<file path="config.mk">
export PLATFORM = sky130hd
export DESIGN_NAME = seg_scan_ctrl
export DESIGN_NICKNAME = d
export VERILOG_FILES = /design/src/rtl/seg_scan_ctrl.sv
export SDC_FILE = /design/constraint.sdc
export NUM_CORES = 1
export LEC_CHECK = 0
export ABC_CLOCK_PERIOD_IN_PS = 5640
export BUFFER_PORTS_ARGS = -buffer_cell sky130_fd_sc_hd__buf_4
export CAP_MARGIN = 10
export CORE_UTILIZATION = 30
export CTS_CLUSTER_SIZE = 16
export DETAILED_ROUTE_END_ITERATION = 12
export GPL_ROUTABILITY_DRIVEN = 0
export HOLD_SLACK_MARGIN = 0.05
export SETUP_SLACK_MARGIN = 0.15
export SKIP_LAST_GASP = 1
export SLEW_MARGIN = 20
export SYNTH_ARGS = -nofsm -noshare
export SYNTH_HDL_FRONTEND = slang
export SYNTH_SLANG_ARGS = --single-unit
</file>
<file path="constraint.sdc">
create_clock -name clk -period 5.64 [get_ports clk]
set_input_delay 1.128 -clock clk [delete_from_list [all_inputs] [get_ports clk]]
set_output_delay 1.128 -clock clk [all_outputs]
set_load 0.1 [all_outputs]
</file>
<file path="src/rtl/seg_scan_ctrl.sv">
// Scan controller and double-buffered frame store for an 8-digit multiplexed 7-segment display.
// Optional leading-zero suppression is enabled by defining SEG_SCAN_LEADING_ZERO_BLANK_EN.
module seg_scan_ctrl #(
  parameter int F_CLK     = 50000000,
  parameter int F_SCAN    = 1000,
  parameter int BLANK_CYC = 16
) (
  input  logic       clk,
  input  logic       rst_n,
  input  logic       wr_en,
  input  logic [2:0] wr_addr,
  input  logic [4:0] wr_data,
  input  logic       commit,
  output logic       commit_pending,
  output logic       frame_done,
  output logic [2:0] cs_pointer,
  output logic [4:0] dig_ctrl,
  output logic       blank
);

  localparam int DIV = F_CLK / F_SCAN;
  localparam int CW  = $clog2(DIV);
  localparam logic [CW-1:0] CNT_LAST  = CW'(DIV - 1);
  localparam logic [CW-1:0] BLANK_LIM = CW'(BLANK_CYC);

  typedef enum logic {
    PH_BLANK,
    PH_SHOW
  } phase_t;

  localparam phase_t PH_SLOT_START = (BLANK_CYC > 0) ? PH_BLANK : PH_SHOW;

`ifdef SEG_SCAN_LEADING_ZERO_BLANK_EN
  // An all-zero buffer suppresses digit 0, so the display starts dark.
  localparam logic RST_BLANK = 1'b1;
`else
  localparam logic RST_BLANK = (BLANK_CYC > 0);
`endif

  logic [4:0]    shadow_mem [8];
  logic [4:0]    active_mem [8];
  logic [4:0]    active_next [8];

  logic [CW-1:0] cnt_reg;
  logic [CW-1:0] cnt_next;
  logic [2:0]    ptr_reg;
  logic [2:0]    ptr_next;
  phase_t        phase_reg;
  phase_t        phase_next;
  logic          pending_reg;
  logic          frame_done_reg;
  logic [4:0]    dig_reg;
  logic          blank_reg;
  logic          blank_next;

  logic          slot_end;
  logic          frame_end;
  logic          do_copy;

  always_comb begin
    slot_end  = (cnt_reg == CNT_LAST);
    frame_end = slot_end && (ptr_reg == 3'd7);
    do_copy   = frame_end && pending_reg;
    cnt_next  = slot_end ? '0 : cnt_reg + CW'(1);
    ptr_next  = slot_end ? ptr_reg + 3'd1 : ptr_reg;
  end

  // Contents the active buffer will hold after this edge; the copy sees shadow before any same-edge write.
  generate
    for (genvar gi = 0; gi < 8; gi++) begin : g_active_next
      assign active_next[gi] = do_copy ? shadow_mem[gi] : active_mem[gi];
    end
  endgenerate

  always_comb begin
    phase_next = phase_reg;
    if (slot_end)
      phase_next = PH_SLOT_START;
    else if (phase_reg == PH_BLANK && cnt_next >= BLANK_LIM)
      phase_next = PH_SHOW;
  end

`ifdef SEG_SCAN_LEADING_ZERO_BLANK_EN
  logic [7:0] zero_vec;
  logic [7:0] supp_vec;

  generate
    for (genvar gi = 0; gi < 8; gi++) begin : g_zero
      assign zero_vec[gi] = (active_next[gi] == 5'h00);
    end
    assign supp_vec[0] = zero_vec[0];
    for (genvar gi = 1; gi < 7; gi++) begin : g_supp
      assign supp_vec[gi] = supp_vec[gi-1] & zero_vec[gi];
    end
    assign supp_vec[7] = 1'b0;
  endgenerate

  always_comb begin
    blank_next = (phase_next == PH_BLANK) || supp_vec[ptr_next];
  end
`else
  always_comb begin
    blank_next = (phase_next == PH_BLANK);
  end
`endif

  always_ff @(posedge clk or negedge rst_n) begin
    if (!rst_n) begin
      cnt_reg        <= '0;
      ptr_reg        <= 3'd0;
      phase_reg      <= PH_SLOT_START;
      pending_reg    <= 1'b0;
      frame_done_reg <= 1'b0;
      dig_reg        <= 5'h00;
      blank_reg      <= RST_BLANK;
      for (int i = 0; i < 8; i++) begin
        shadow_mem[i] <= 5'h00;
        active_mem[i] <= 5'h00;
      end
    end else begin
      cnt_reg        <= cnt_next;
      ptr_reg        <= ptr_next;
      phase_reg      <= phase_next;
      blank_reg      <= blank_next;
      frame_done_reg <= frame_end;
      if (slot_end)
        dig_reg <= active_next[ptr_next];
      // A commit landing on the applying boundary is absorbed into that copy.
      if (do_copy)
        pending_reg <= 1'b0;
      else if (commit)
        pending_reg <= 1'b1;
      for (int i = 0; i < 8; i++)
        active_mem[i] <= active_next[i];
      if (wr_en)
        shadow_mem[wr_addr] <= wr_data;
    end
  end

  assign cs_pointer     = ptr_reg;
  assign dig_ctrl       = dig_reg;
  assign blank          = blank_reg;
  assign frame_done     = frame_done_reg;
  assign commit_pending = pending_reg;

endmodule

</file>
# Yosys cells after proc, flatten, opt, wreduce, memory -nomap -nowiden
# Cells that the tools add are included.
[op_classes] add_sub_neg=2 mul=0 div=0 n_lt_le_gt_ge=4 n_eq_ne=2 shifts=0 muxes=20 bitwise_logic=4 n_reduce_logical=5
[ops] cell="$mux 5" n=11
[ops] cell="$bwmux 40" n=1
[ops] cell="$add 16x1->16 const B" n=1
[ops] cell="$eq 16x16->1 const B" n=1
[ops] cell="$ge 16x5->1 const B" n=1
[ops] cell="$mux 16" n=1
[ops] cell="$bmux 5 s3" n=1
[ops] cell="$demux 5 s3" n=1
[ops] cell="$ge 4x4->1 const B" n=2
[ops] cell="$not 3->4" n=2
[ops] cell="$logic_and 1x1->1" n=4
[ops] cell="$lt 4x1->1 const B" n=1
[ops] cell="$mux 1" n=4
[ops] cell="$add 3x1->3 const B" n=1
[ops] cell="$eq 3x3->1 const B" n=1
[ops] cell="$mux 3" n=1
[ops] cell="$not 1->1" n=2
[ops] cell="$reduce_bool 2->1" n=1
[totals] regBits=108 latch_bits=0 mem_bits_rw=0 mem_bits_ro=0 inputBits=12 output_inout_bits=11 word_cells=60 memories=0

# Logic depth before layout (Yosys ltp)
# Gate-level depths: netlist of the first run.
[depth] word_depth=7 depth_mapped=10 ltp_nobuf=9

# Least setup slack after synthesis of the first run
# Ideal clock, no wire load.
[synth_path] kind="register to register" from="register ptr_reg[1], in the netlist cs_pointer[1]" to="register dig_reg[0], in the netlist dig_ctrl[0]" setup_time_ns=0.127 t_arrival_ns=2.710 path_slack_ns=2.803 stages_incl_launch_ff=8 n_path_buf=0 synth_period_minus_slack_ns=2.837 path_cell_list="dfrtp_1 -> ha_1 -> ha_1 -> nand2_1 -> nor2_8 -> mux4_2 -> a221oi_1 -> nor3_2"
[synth_via] elab_chain_len=7 elab_cells_between_ends=17
[synth_rtl] item="start, declared" line_no="46" source="logic [2:0] ptr_reg;"
[synth_rtl] item="start signal, assigned" line_no="122" source="ptr_reg <= ptr_next;"
[synth_rtl] item="parallel branches: the longest is 4 deep, another holds $add 3x1->3"
[synth_rtl] item="$bmux 5 s3 *" line_no="127" source="dig_reg <= active_next[ptr_next];"
[synth_rtl] item="$mux 5 (implied by the code) * (2 in a row)" line_no="127"
[synth_rtl] item="end signal, assigned" line_no="127"
[synth_rtl] item="end, declared" line_no="52" source="logic [4:0] dig_reg;"
# Mark *: on every way between the ends. The select of a mux whose other input is x is not followed.
# A chain may end at the register's enable or synchronous reset.

# Worst setup path after layout of the first run
[layout_path] from="register cnt_reg[0]" to="register dig_reg[0], in the netlist dig_ctrl[0]"
[layout_via] elab_chain_len=7 elab_cells_between_ends=16
[layout_rtl] item="start, declared" line_no="44" source="logic [CW-1:0] cnt_reg;"
[layout_rtl] item="start signal, assigned" line_no="121" source="cnt_reg <= cnt_next;"
[layout_rtl] item="$eq 16x16->1 *" line_no="61" source="slot_end = (cnt_reg == CNT_LAST);"
[layout_rtl] item="$logic_and 1x1->1" line_no="62" source="frame_end = slot_end && (ptr_reg == 3'd7);"
[layout_rtl] item="$logic_and 1x1->1" line_no="63" source="do_copy = frame_end && pending_reg;"
[layout_rtl] item="$mux 5" line_no="71" source="assign active_next[gi] = do_copy ? shadow_mem[gi] : active_mem[gi];"
[layout_rtl] item="$bmux 5 s3" line_no="127"
[layout_rtl] item="$mux 5 (implied by the code) (2 in a row)" line_no="127"
# Every way passes the cells marked *; elsewhere a longest branch is shown, timed or not. The select of a mux whose other input is x is not followed.

==> results by group, run 1 <==
Critical path
  – Crit. Startpoint: cnt_reg[0]$_DFF_PN0_
  – Reg2reg path depth: 7
  – R2r setup slk: 1.70 ns
  – WP data required: 5.87 ns
  – CP Capture Type: flip-flop
  – R2r endpoint: dig_ctrl[0]$_DFFE_PN0N_
  – R2R Path Start: cnt_reg[0]$_DFF_PN0_
  – Crit path kind: flip-flop to flip-flop
  – CP Max Fanout: 45
  – CP Capture Point: dig_ctrl[0]$_DFFE_PN0N_
  – Startpoint types: flip-flop
  – Arr. time, crit path: 4.17 ns

Timing
  – RSZ-0062 raised after global routing: false
  – Fmax: 254 MHz
  – Worst-Margin Slew: 1.12 ns
  – Final number of max-transition violations: 0
  – Minimum clock period: 3.94 ns
  – Period utilization: 69.8%
  – Final setup fails: 0
  – Slew margin rel.: 24.9%
  – Skew final: 0.00745 ns
  – Final TNS setup: 0 ns
  – Final hold vios: 0

Synth
  – Syn Nets: 415
  – Number of flops mapped to enable cells by yosys: 0
  – Main synth FF type: dfrtp_1
  – Cell count after synthesis: about 400
  – Sequential element share of the synthesized area: 53.5%
  – Avg Inst Size Synth: 12.7 sq um
  – Unique masters post-synth: 57
  – Synth warnings: 0
  – Synth Cell Area: 5050 sq um
  – FF+latch count, synth: 108
  – Async SR Flop Fraction: 100%

Pwr
  – Leak pwr: 2.55 nW
  – P_sw: 0.383 mW
  – Power Dens Cells: 284 nW/um^2
  – Reg power frac: 54.0%
  – Overall power: 1.63 mW
  – Switching share of power: 23.5%
  – Pint: approximately 1.2 mW
  – Combinational power share: 6.4%
  – Peak VDD IR: 152 uV
  – Clk network pwr share: 39.6%

Global route
  – First-pass GRT wire length: between 15000 and 20000 um
  – Grt total ovfl: 0
  – Via count of the first global-routing pass: 3369
  – Overall routing resource usage: roughly 14%
  – Antenna violations before repair: 0
  – Largest net degree at the start of global routing: 73

Final layout
  – Fin util: 34.7%
  – Most frequent cells in the layout: dfrtp_1, mux2_2, buf_4, nand2_1, nor2_1
  – Nets: 433
  – FILL cells: 1607
  – Layout cells sized above 1: 30.8%
  – Layout area overhead: 13.6%
  – Most common cell after layout, fill and taps aside: dfrtp_1
  – Antenna diodes: 0
  – Non-filler cells in the finished layout: 642

Drt
  – # DRC: 0
  – First-pass iteration count of the detailed router: 5
  – Via/cell ratio: 5.19
  – Initial DRC count: roughly 220
  – Routed via count: roughly 3300
  – Avg WL per Cell: 17.7 um
  – Routed Antenna Nets: 0
  – Detailed Route WL: 11400 um

Clock tree
  – Clk sinks: approximately 110
  – H-tree depth: 3
  – Hold-fix buffers, CTS: 0
  – CTS Root Cell: clkbuf_16
  – CTS tree: yes
  – PostCTS Resize Cnt: 0
  – Post-CTS Setup Bufs: 0
  – Clk_lat worst skew: 0.35 ns
  – Bufs on Longest Clock Path: 2
  – Worst-path clk slew: 0.07 ns
  – TritonCTS Buffers: 9

Placement
  – HPWL Detailed: 7460 um
  – Port-buffer cells: 22
  – Cells after DPL: 626

Min path
  – Min-delay worst type: flip-flop to flip-flop
  – Min-Delay Path Depth: 1

Die
  – # IOs: 23
  – DIE HEIGHT: 132 um
  – Core Rows: 47
  – Initial core utilization: about 30%
  – Die W: 132 um
  – Core area: 16500 sq um
  – Die Footprint: 17400 sq um

Run
  – # Max-Cap Violations: 0

Status
  – Status: finished, final reports clean
==> Yosys cell counts, drive strengths merged, types with 2 or more instances <==
master	number	area share, %
nor3	13	1.4
buf	12	1.6
nor2	17	1.6
o211a	3	0.59
a31oi	3	0.37
nand2b	2	0.25
clkbuf	9	0.67
o41ai	3	0.52
a221oi	2	0.47
nor4	5	0.74
and3	3	0.37
inv	3	0.22
nand2	23	1.7
nand3	12	1.2
ha	4	0.99
nor3b	3	0.45
o211ai	5	0.74
nand4bb	2	0.45
mux2	80	18
nor4b	2	0.35
a311oi	2	0.35
a2111oi	3	0.52
o221ai	3	0.52
a21oi	9	0.89
xnor2	7	1.2
o31ai	2	0.30
mux2i	10	2.0
o21ai	10	0.99
or3	3	0.37
dfrtp	107	53
nand4b	3	0.52
and2	2	0.25
nand4	5	0.62
mux4	4	1.8
xor2	7	1.2
o22ai	3	0.37
a41oi	2	0.35
==> through the flow <==
step / setup slack [ns] / cell area [sq um] / hold WS (ns)
5_1_grt: 1.48 / 5740 / 0.524
4_1_cts: 1.70 / 5740 / 0.491
6_report: 1.70 / 5740 / 0.486
3_5_place_dp: 1.73 / 5430 / 0.474
2_1_floorplan: 2.80 / 5050 / 0.455
3_3_place_gp: 1.87 / 5430 / 0.466
==> worst min-delay path by stage <==
| stage | startpoint | to | slack, ns |
|---|---|---|---|
| 3_5_place_dp | active_mem[12]$_DFF_PN0_ | active_mem[12]$_DFF_PN0_ | 0.47 |
| 6_report | active_mem[12]$_DFF_PN0_ | active_mem[12]$_DFF_PN0_ | 0.49 |
| 2_1_floorplan | active_mem[12]$_DFF_PN0_ | active_mem[12]$_DFF_PN0_ | 0.46 |
| 4_1_cts | active_mem[12]$_DFF_PN0_ | active_mem[12]$_DFF_PN0_ | 0.49 |
| 3_3_place_gp | active_mem[12]$_DFF_PN0_ | active_mem[12]$_DFF_PN0_ | 0.47 |
| 5_1_grt | active_mem[13]$_DFF_PN0_ | active_mem[13]$_DFF_PN0_ | 0.52 |
==> kinds of logic (layout without fill, tap and decap cells) <==
| family | after synthesis | count (layout) | synth area share (%) |
|---|---|---|---|
| DFF | 108 | 108 | 53.5 |
| and+or+nand+nor | 99 | 99 | 11.0 |
| buffers and inverters | 24 | 47 | 2.50 |
| xor gates and xnor gates | 14 | 14 | 2.43 |
| muxes | 94 | 94 | 21.6 |
| AOI/OAI and AO/OA | 56 | 56 | 8.02 |
| adders and majority gates | 4 | 4 | 0.990 |
==> power groups by stage <==
stage | Combinational, mW | Sequential [mW] | Clock, mW
global route | 0.117 | 0.888 | 0.697
global placement | 0.103 | 0.891 | 0
detailed placement | 0.107 | 0.895 | 0
finish | 0.105 | 0.881 | 0.646
floorplan | 0.0676 | 0.879 | 0
CTS | 0.107 | 0.880 | 0.669
==> metal layers <==
metal  vias up  routed length [um]  global-route usage, %
met4         0                  70                   3.04
met3         7                 387                   3.34
met1      1724                5610                   19.5
met2        63                5290                   21.7
li1       1538                   -                      -
met5         -                   0                      0
==> cell type report <==
type | count | area, sq um | share of cell area (%)
inverters | 3 | 11.3 | 0.196
flip-flops and latches | 108 | 2700 | 47.1
well taps | 220 | 275 | 4.80
multi-input cells | 267 | 2230 | 38.9
clock inverters | 7 | 82.6 | 1.44
clock buffers | 9 | 225 | 3.92
repair buffers | 28 | 210 | 3.66
==> worst max-delay path: stages, from the launching register on <==
cell,delay (ns)
dfrtp_1,0.44
ha_1,0.22
nand3_1,0.33
or4_1,1.02
nor2_8,0.80
mux4_2,0.59
a221oi_1,0.36
nor3_2,0.06
Note: power is estimated with default switching activity, not from simulation.
==> run 2: changes to the inputs <==
--- a/config.mk
+++ b/config.mk
@@ -5,7 +5,8 @@
 export SDC_FILE = /design/constraint.sdc
 export NUM_CORES = 1
 export LEC_CHECK = 0
-export ABC_CLOCK_PERIOD_IN_PS = 5640
+export ABC_AREA = 1
+export ABC_CLOCK_PERIOD_IN_PS = 3400
 export BUFFER_PORTS_ARGS = -buffer_cell sky130_fd_sc_hd__buf_4
 export CAP_MARGIN = 10
 export CORE_UTILIZATION = 30
==> constraint.sdc (replaced) <==
create_clock -name clk -period 3.4 [get_ports clk]
set_input_delay 0.68 -clock clk [delete_from_list [all_inputs] [get_ports clk]]
set_output_delay 0.68 -clock clk [all_outputs]
set_load 0.1 [all_outputs]
==> run 2 against run 1 <==
Compared with the run above:
- sequential share of layout area is 1.7 points higher
- combinational power is 24% higher
- area after synthesis is 3.7% lower
- critical path depth is 6 higher
- first-iteration DRC count is 23% higher
- non-clock buffer count is 1 higher
- die area is 3.6% lower
- synthesized cell count is 45% higher
- routed wire length is 6.3% higher
- clock-buffer cell count stayed put
- highest routed layer unchanged
==> results by group, run 2 <==
Synth
  – Top cells by area, synth: dfrtp_1, nand2_1, nand3_1, o21ai_0, inv_1
  – Main synth FF type: dfrtp_1
  – Post-synth top cells: nand2_1, nand3_1, dfrtp_1
  – Avg Inst Size Synth: 8.39 sq um
  – Unique masters post-synth: 28
  – Sequential element share of the synthesized area: 55.5%
  – FF+latch count, synth: 108
  – Synth warnings: 0
  – Yosys top cell by area: dfrtp_1
  – Cell count after synthesis: 580
  – Synth Cell Area: approximately 4900 sq um
  – Most frequent cell after synthesis: nand2_1
  – Area fraction of the dominant cell type after synthesis: 55.0%
  – Async SR Flop Fraction: 100%
  – Number of flops mapped to enable cells by yosys: 0
  – Syn Nets: 596

Critical path
  – CP max stage cell: nand2_1
  – Arr. time, crit path: 3.10 ns
  – Crit path largest cell delay: 0.50 ns
  – CP Max Fanout: 16
  – Startpoint types: flip-flop
  – Crit path kind: flip-flop to flip-flop
  – WP data required: 3.65 ns
  – Crit-path cells: ha_1 > nand3_2 > nor2_2 > nand2_2 > inv_2 > nand2_1 > nand2_1 > buf_4 > nand3_1 > nand3_1 > nand3_1 > nand3_1 > nand2_1
  – CP Capture Type: flip-flop
  – CP most frequent cell: nand3_1

Die
  – Initial core utilization: 30.6%
  – # IOs: 23
  – Die W: around 130 um
  – DIE HEIGHT: ~130 um
  – Die Footprint: about 17000 sq um
  – Core area: approximately 16000 sq um
  – Core Rows: 46

Global route
  – Via count of the first global-routing pass: 3790
  – Overall routing resource usage: between 10% and 20%
  – Antenna violations before repair: 0
  – Largest net degree at the start of global routing: 83
  – Grt total ovfl: 0
  – First-pass GRT wire length: 20200 um

Clock tree
  – H-tree depth: 3
  – Clk sinks: 108
  – CTS Root Cell: clkbuf_16
  – Post-CTS Setup Bufs: 0
  – PostCTS Resize Cnt: 0
  – Clk_lat worst skew: 0.36 ns
  – CTS tree: yes
  – Bufs on Longest Clock Path: 2
  – TritonCTS Buffers: 9
  – Worst-path clk slew: 0.07 ns
  – Hold-fix buffers, CTS: 0

Final layout
  – Layout cells sized above 1: a little over a tenth
  – Nets: 618
  – Fin util: between 30% and 40%
  – Layout area overhead: 13.7%
  – Most frequent cells in the layout: nand2_1, nand3_1, dfrtp_1, inv_1, o21ai_0
  – FILL cells: ~1700
  – Most common cell after layout, fill and taps aside: nand2_1
  – Antenna diodes: 0

Run
  – # Max-Cap Violations: 0

Min path
  – Min-delay worst type: input pin to asynchronous set/reset pin

Drt
  – Initial DRC count: between 200 and 300
  – Via/cell ratio: 4.71
  – Avg WL per Cell: 14.7 um
  – # DRC: 0
  – First-pass iteration count of the detailed router: 4
  – Routed Antenna Nets: 0
  – Routed via count: 3872
  – Detailed Route WL: between 10000 and 15000 um

Timing
  – Slew margin rel.: about 47%
  – Skew final: about 0.010 ns
  – RSZ-0062 raised after global routing: false
  – Final hold vios: 0
  – Worst-Margin Slew: 0.796 ns
  – Fmax: 350 MHz
  – Min Hold Slack: 0.360 ns
  – Final number of max-transition violations: 0
  – Final setup fails: 0
  – Minimum clock period: 2.86 ns
  – Final TNS setup: 0 ns
  – Period utilization: 84.1%

Placement
  – HPWL Detailed: 8180 um
  – Port-buffer cells: 22

Pwr
  – Peak VDD IR: about 230 uV
  – Power Dens Cells: 468 nW/um^2
  – Leak pwr: between 2 and 3 nW

Status
  – Status: finished, final reports clean
run 2: changes by cell type after synthesis, moves of 5 or more:
| cell | previous run | this run |
|---|---|---|
| nor2_1 | 16 | 31 |
| nand3_1 | 12 | 110 |
| clkbuf_1 | 9 | 3 |
| nand2_1 | 23 | 190 |
| nor2_2 | 0 | 5 |
| mux2i_1 | 10 | 0 |
| nor3_1 | 12 | 5 |
| o211ai_1 | 5 | 0 |
| o21ai_0 | 9 | 37 |
| mux2_2 | 76 | 0 |
| inv_2 | 0 | 7 |
| inv_1 | 3 | 37 |
| xnor2_1 | 7 | 0 |
run 2: routing by layer:
| metal | part of all wire (%) | up-vias | global-route usage (%) |
|---|---|---|---|
| met5 | 0 | - | 0 |
| met4 | 1.4 | 0 | 5.54 |
| met3 | 4.4 | 17 | 3.18 |
| met2 | 45 | 85 | 24.6 |
| met1 | 50 | 1846 | 22.3 |
| li1 | - | 1924 | - |
run 2: through the flow:
step	power [mW]	area, sq um	setup WS (ns)	instances
3_5_place_dp	1.60	5240	0.540	807
5_1_grt	2.70	5540	0.245	822
6_report	2.59	5540	0.542	822
4_1_cts	2.62	5530	0.525	822
2_1_floorplan	1.51	4870	1.09	580
3_3_place_gp	1.59	5240	0.575	807
run 2: path summary, 6_finish.rpt:
check	startpoint	end	slack, ns	cells after the start
max in group asynchronous	rst_n	active_mem[11]$_DFF_PN0_	2.28	2
hold / removal	rst_n	frame_done$_DFF_PN0_	0.36	1
min in group clk	active_mem[38]$_DFF_PN0_	active_mem[38]$_DFF_PN0_	0.48	2
hold reg to reg	active_mem[38]$_DFF_PN0_	active_mem[38]$_DFF_PN0_	0.48	2
setup / recovery	cnt_reg[0]$_DFF_PN0_	dig_ctrl[0]$_DFFE_PN0N_	0.54	13
setup reg to reg	cnt_reg[0]$_DFF_PN0_	dig_ctrl[0]$_DFFE_PN0N_	0.54	13
run 2: layout make-up:
class / instances / area, sq um / area share, %
sequential: 108 / 2700 / 48.8
multi-input combinational: 409 / 1890 / 34.1
tap: 216 / 270 / 4.88
clock buffer: 9 / 225 / 4.07
timing repair buffer: 29 / 221 / 4.00
inverter: 45 / 169 / 3.05
clock inverter: 6 / 60.1 / 1.08
run 2: power breakdown:
group	total, mW	switching, mW	internal (mW)
combinational	0.130	0.0820	0.0484
sequential	1.44	0.0641	1.37
clock	1.03	0.516	0.509
run 2: critical path: cells and delay by family (launching register included):
kind / cells / cell delay [ns]
adders and majority gates: 1 / 0.22
buffers and inverters: 2 / 0.57
DFF: 1 / 0.40
and+or+nand+nor: 10 / 1.57
run 2: logic make-up (layout without fill, tap and decap cells):
| logic type | count (synthesis) | in the layout | synth area share, % |
|---|---|---|---|
| AOI/OAI and AO/OA | 44 | 44 | 4.65 |
| xor gates and xnor gates | 5 | 5 | 0.899 |
| adders and majority gates | 4 | 4 | 1.03 |
| buffers and inverters | 63 | 89 | 5.81 |
| DFF | 108 | 108 | 55.5 |
| and+or+nand+nor | 356 | 356 | 32.1 |
==> run 3: changes to the inputs <==
--- a/config.mk
+++ b/config.mk
@@ -6,7 +6,7 @@
 export NUM_CORES = 1
 export LEC_CHECK = 0
 export ABC_AREA = 1
-export ABC_CLOCK_PERIOD_IN_PS = 3400
+export ABC_CLOCK_PERIOD_IN_PS = 2330
 export BUFFER_PORTS_ARGS = -buffer_cell sky130_fd_sc_hd__buf_4
 export CAP_MARGIN = 10
 export CORE_UTILIZATION = 30
==> constraint.sdc (replaced) <==
create_clock -name clk -period 2.33 [get_ports clk]
set_input_delay 0.466 -clock clk [delete_from_list [all_inputs] [get_ports clk]]
set_output_delay 0.466 -clock clk [all_outputs]
set_load 0.1 [all_outputs]
==> run 3 against run 2 <==
Compared with the run above:
- global-route usage shrank 0.77 points
- clock-buffer cell count grew 1
- worst setup slack got worse by 0.21 ns
- sequential share of layout area shrank 1.8 points
- first-iteration DRC count is 3.0% lower
- combinational power is 48% higher
- final area rose by 3.9%
- clock skew shrank 0.0031 ns
==> results by group, run 3 (synthesis gave the netlist of run 2 again) <==
Drt
  – Via/cell ratio: 4.66
  – Detailed Route WL: 11800 um
  – Avg WL per Cell: 14.1 um
  – Routed Antenna Nets: 0
  – Initial DRC count: ~260
  – # DRC: 0
  – First-pass iteration count of the detailed router: 5
  – Routed via count: approximately 3900

Die
  – DIE HEIGHT: 129 um
  – Die Footprint: 16700 sq um
  – Core Rows: between 40 and 50
  – Die W: roughly 130 um
  – # IOs: 23
  – Initial core utilization: a little under a third
  – Core area: 15900 sq um

Timing
  – Setup ws final: approximately 0.33 ns
  – Final setup fails: 0
  – RSZ-0062 raised after global routing: false
  – Final hold vios: 0
  – Final TNS setup: 0 ns
  – Worst-Margin Slew: between 0.5 and 0.6 ns
  – Fmax: 500 MHz
  – Skew final: 0.00710 ns
  – Period utilization: 85.8%
  – Minimum clock period: 2.00 ns
  – Final number of max-transition violations: 0
  – Slew margin rel.: 65.5%

Run
  – # Max-Cap Violations: 0

Critical path
  – WP data required: ~2.6 ns
  – Crit path kind: flip-flop to flip-flop
  – Arr. time, crit path: 2.24 ns
  – CP Max Fanout: 21
  – CP Capture Type: flip-flop
  – Startpoint types: flip-flop
  – Reg2reg path depth: 13

Global route
  – Antenna violations before repair: 0
  – Overall routing resource usage: 15.2%
  – Largest net degree at the start of global routing: 42
  – Via count of the first global-routing pass: 3664
  – Grt total ovfl: 0
  – First-pass GRT wire length: 19400 um

Placement
  – Port-buffer cells: 22
  – Area after DPL: roughly 5400 sq um
  – HPWL Detailed: 8430 um
  – Pre-CTS WS: 0.168 ns

Min path
  – Min-delay worst type: input pin to asynchronous set/reset pin

Final layout
  – Layout area overhead: 18.2%
  – Most frequent cells in the layout: nand2_1, nand3_1, dfrtp_1
  – Antenna diodes: 0
  – FILL cells: ~1700
  – Most common cell after layout, fill and taps aside: nand2_1
  – Cell area after layout: 5750 sq um
  – Nets: 632
  – Layout cells sized above 1: 13.5%

Status
  – Status: finished, final reports clean

Clock tree
  – CTS Root Cell: clkbuf_16
  – Bufs on Longest Clock Path: 2
  – Clk sinks: 108
  – Clk_lat worst skew: between 0.3 and 0.4 ns
  – Hold-fix buffers, CTS: 0
  – CTS tree: yes
  – Worst-path clk slew: around 0.070 ns
  – TritonCTS Buffers: 9
  – H-tree depth: 3

Pwr
  – Peak VDD IR: 337 uV
  – Leak pwr: around 3.0 nW
  – Power Dens Cells: just under 700 nW/um^2
-- run 3: changes by cell type in the layout (fill, tap and decap cells not counted), sizes merged --
cell and change:
clkbuf +1, bufinv +2, inv -1, buf +14
clkinv -2
-- run 3: worst paths after layout --
check / slack (ns) / start / endpoint
max: 0.33 / cnt_reg[0]$_DFF_PN0_ / dig_ctrl[1]$_DFFE_PN0N_
min: 0.09 / rst_n / active_mem[25]$_DFF_PN0_
max reg2reg: 0.33 / cnt_reg[0]$_DFF_PN0_ / dig_ctrl[1]$_DFFE_PN0N_
min reg2reg: 0.48 / active_mem[13]$_DFF_PN0_ / active_mem[13]$_DFF_PN0_
max in group asynchronous: 1.62 / rst_n / blank$_DFF_PN1_
min in group clk: 0.38 / commit / commit_pending$_DFFE_PN0P_
-- run 3: area by class of cell --
cell class	count	area (sq um)	area share, %
tap	216	270	4.70
clock buffer	10	229	3.98
sequential	108	2710	47.0
clock inverter	5	82.6	1.44
multi-input combinational	409	1910	33.2
inverter	45	176	3.07
timing repair buffer	43	380	6.61
-- run 3: what timing repair did --
| action | in CTS | in global routing |
|---|---|---|
| buffers inserted | 0 | 6 |
| resized for setup | 0 | 13 |
| setup endpoints to repair | 0 | 7 |
-- run 3: power by group --
group / switching, mW / internal [mW] / total, mW
clock: 0.681 / 0.943 / 1.62
sequential: 0.0996 / 2.01 / 2.11
combinational: 0.117 / 0.0751 / 0.193
-- run 3: worst max-delay path: stages (launching register included) --
cell     delay, ns
dfrtp_1       0.40
ha_2          0.24
nand3_4       0.11
nor2_4        0.14
nand2_4       0.11
inv_4         0.11
nand2_1       0.05
nand2_1       0.09
buf_12        0.16
nand3_1       0.11
nand3_1       0.12
nand3_1       0.09
nand3_1       0.10
nand2_1       0.05
-- run 3: stage by stage --
stage	total power, mW	std cells	util, %	hold slack, ns
floorplan	2.20	580	-	0.170
global placement	2.32	815	33.7	0.458
detailed placement	2.34	815	33.7	0.461
CTS	3.96	830	35.7	0.0978
global route	4.08	836	36.2	0.121
finish	3.92	836	36.2	0.0883
-- run 3: per-layer routing --
metal	global-route usage (%)	wire [um]
met5	0	0
met2	22.8	5240
met1	21.8	5890
met3	3.22	442
met4	4.98	212
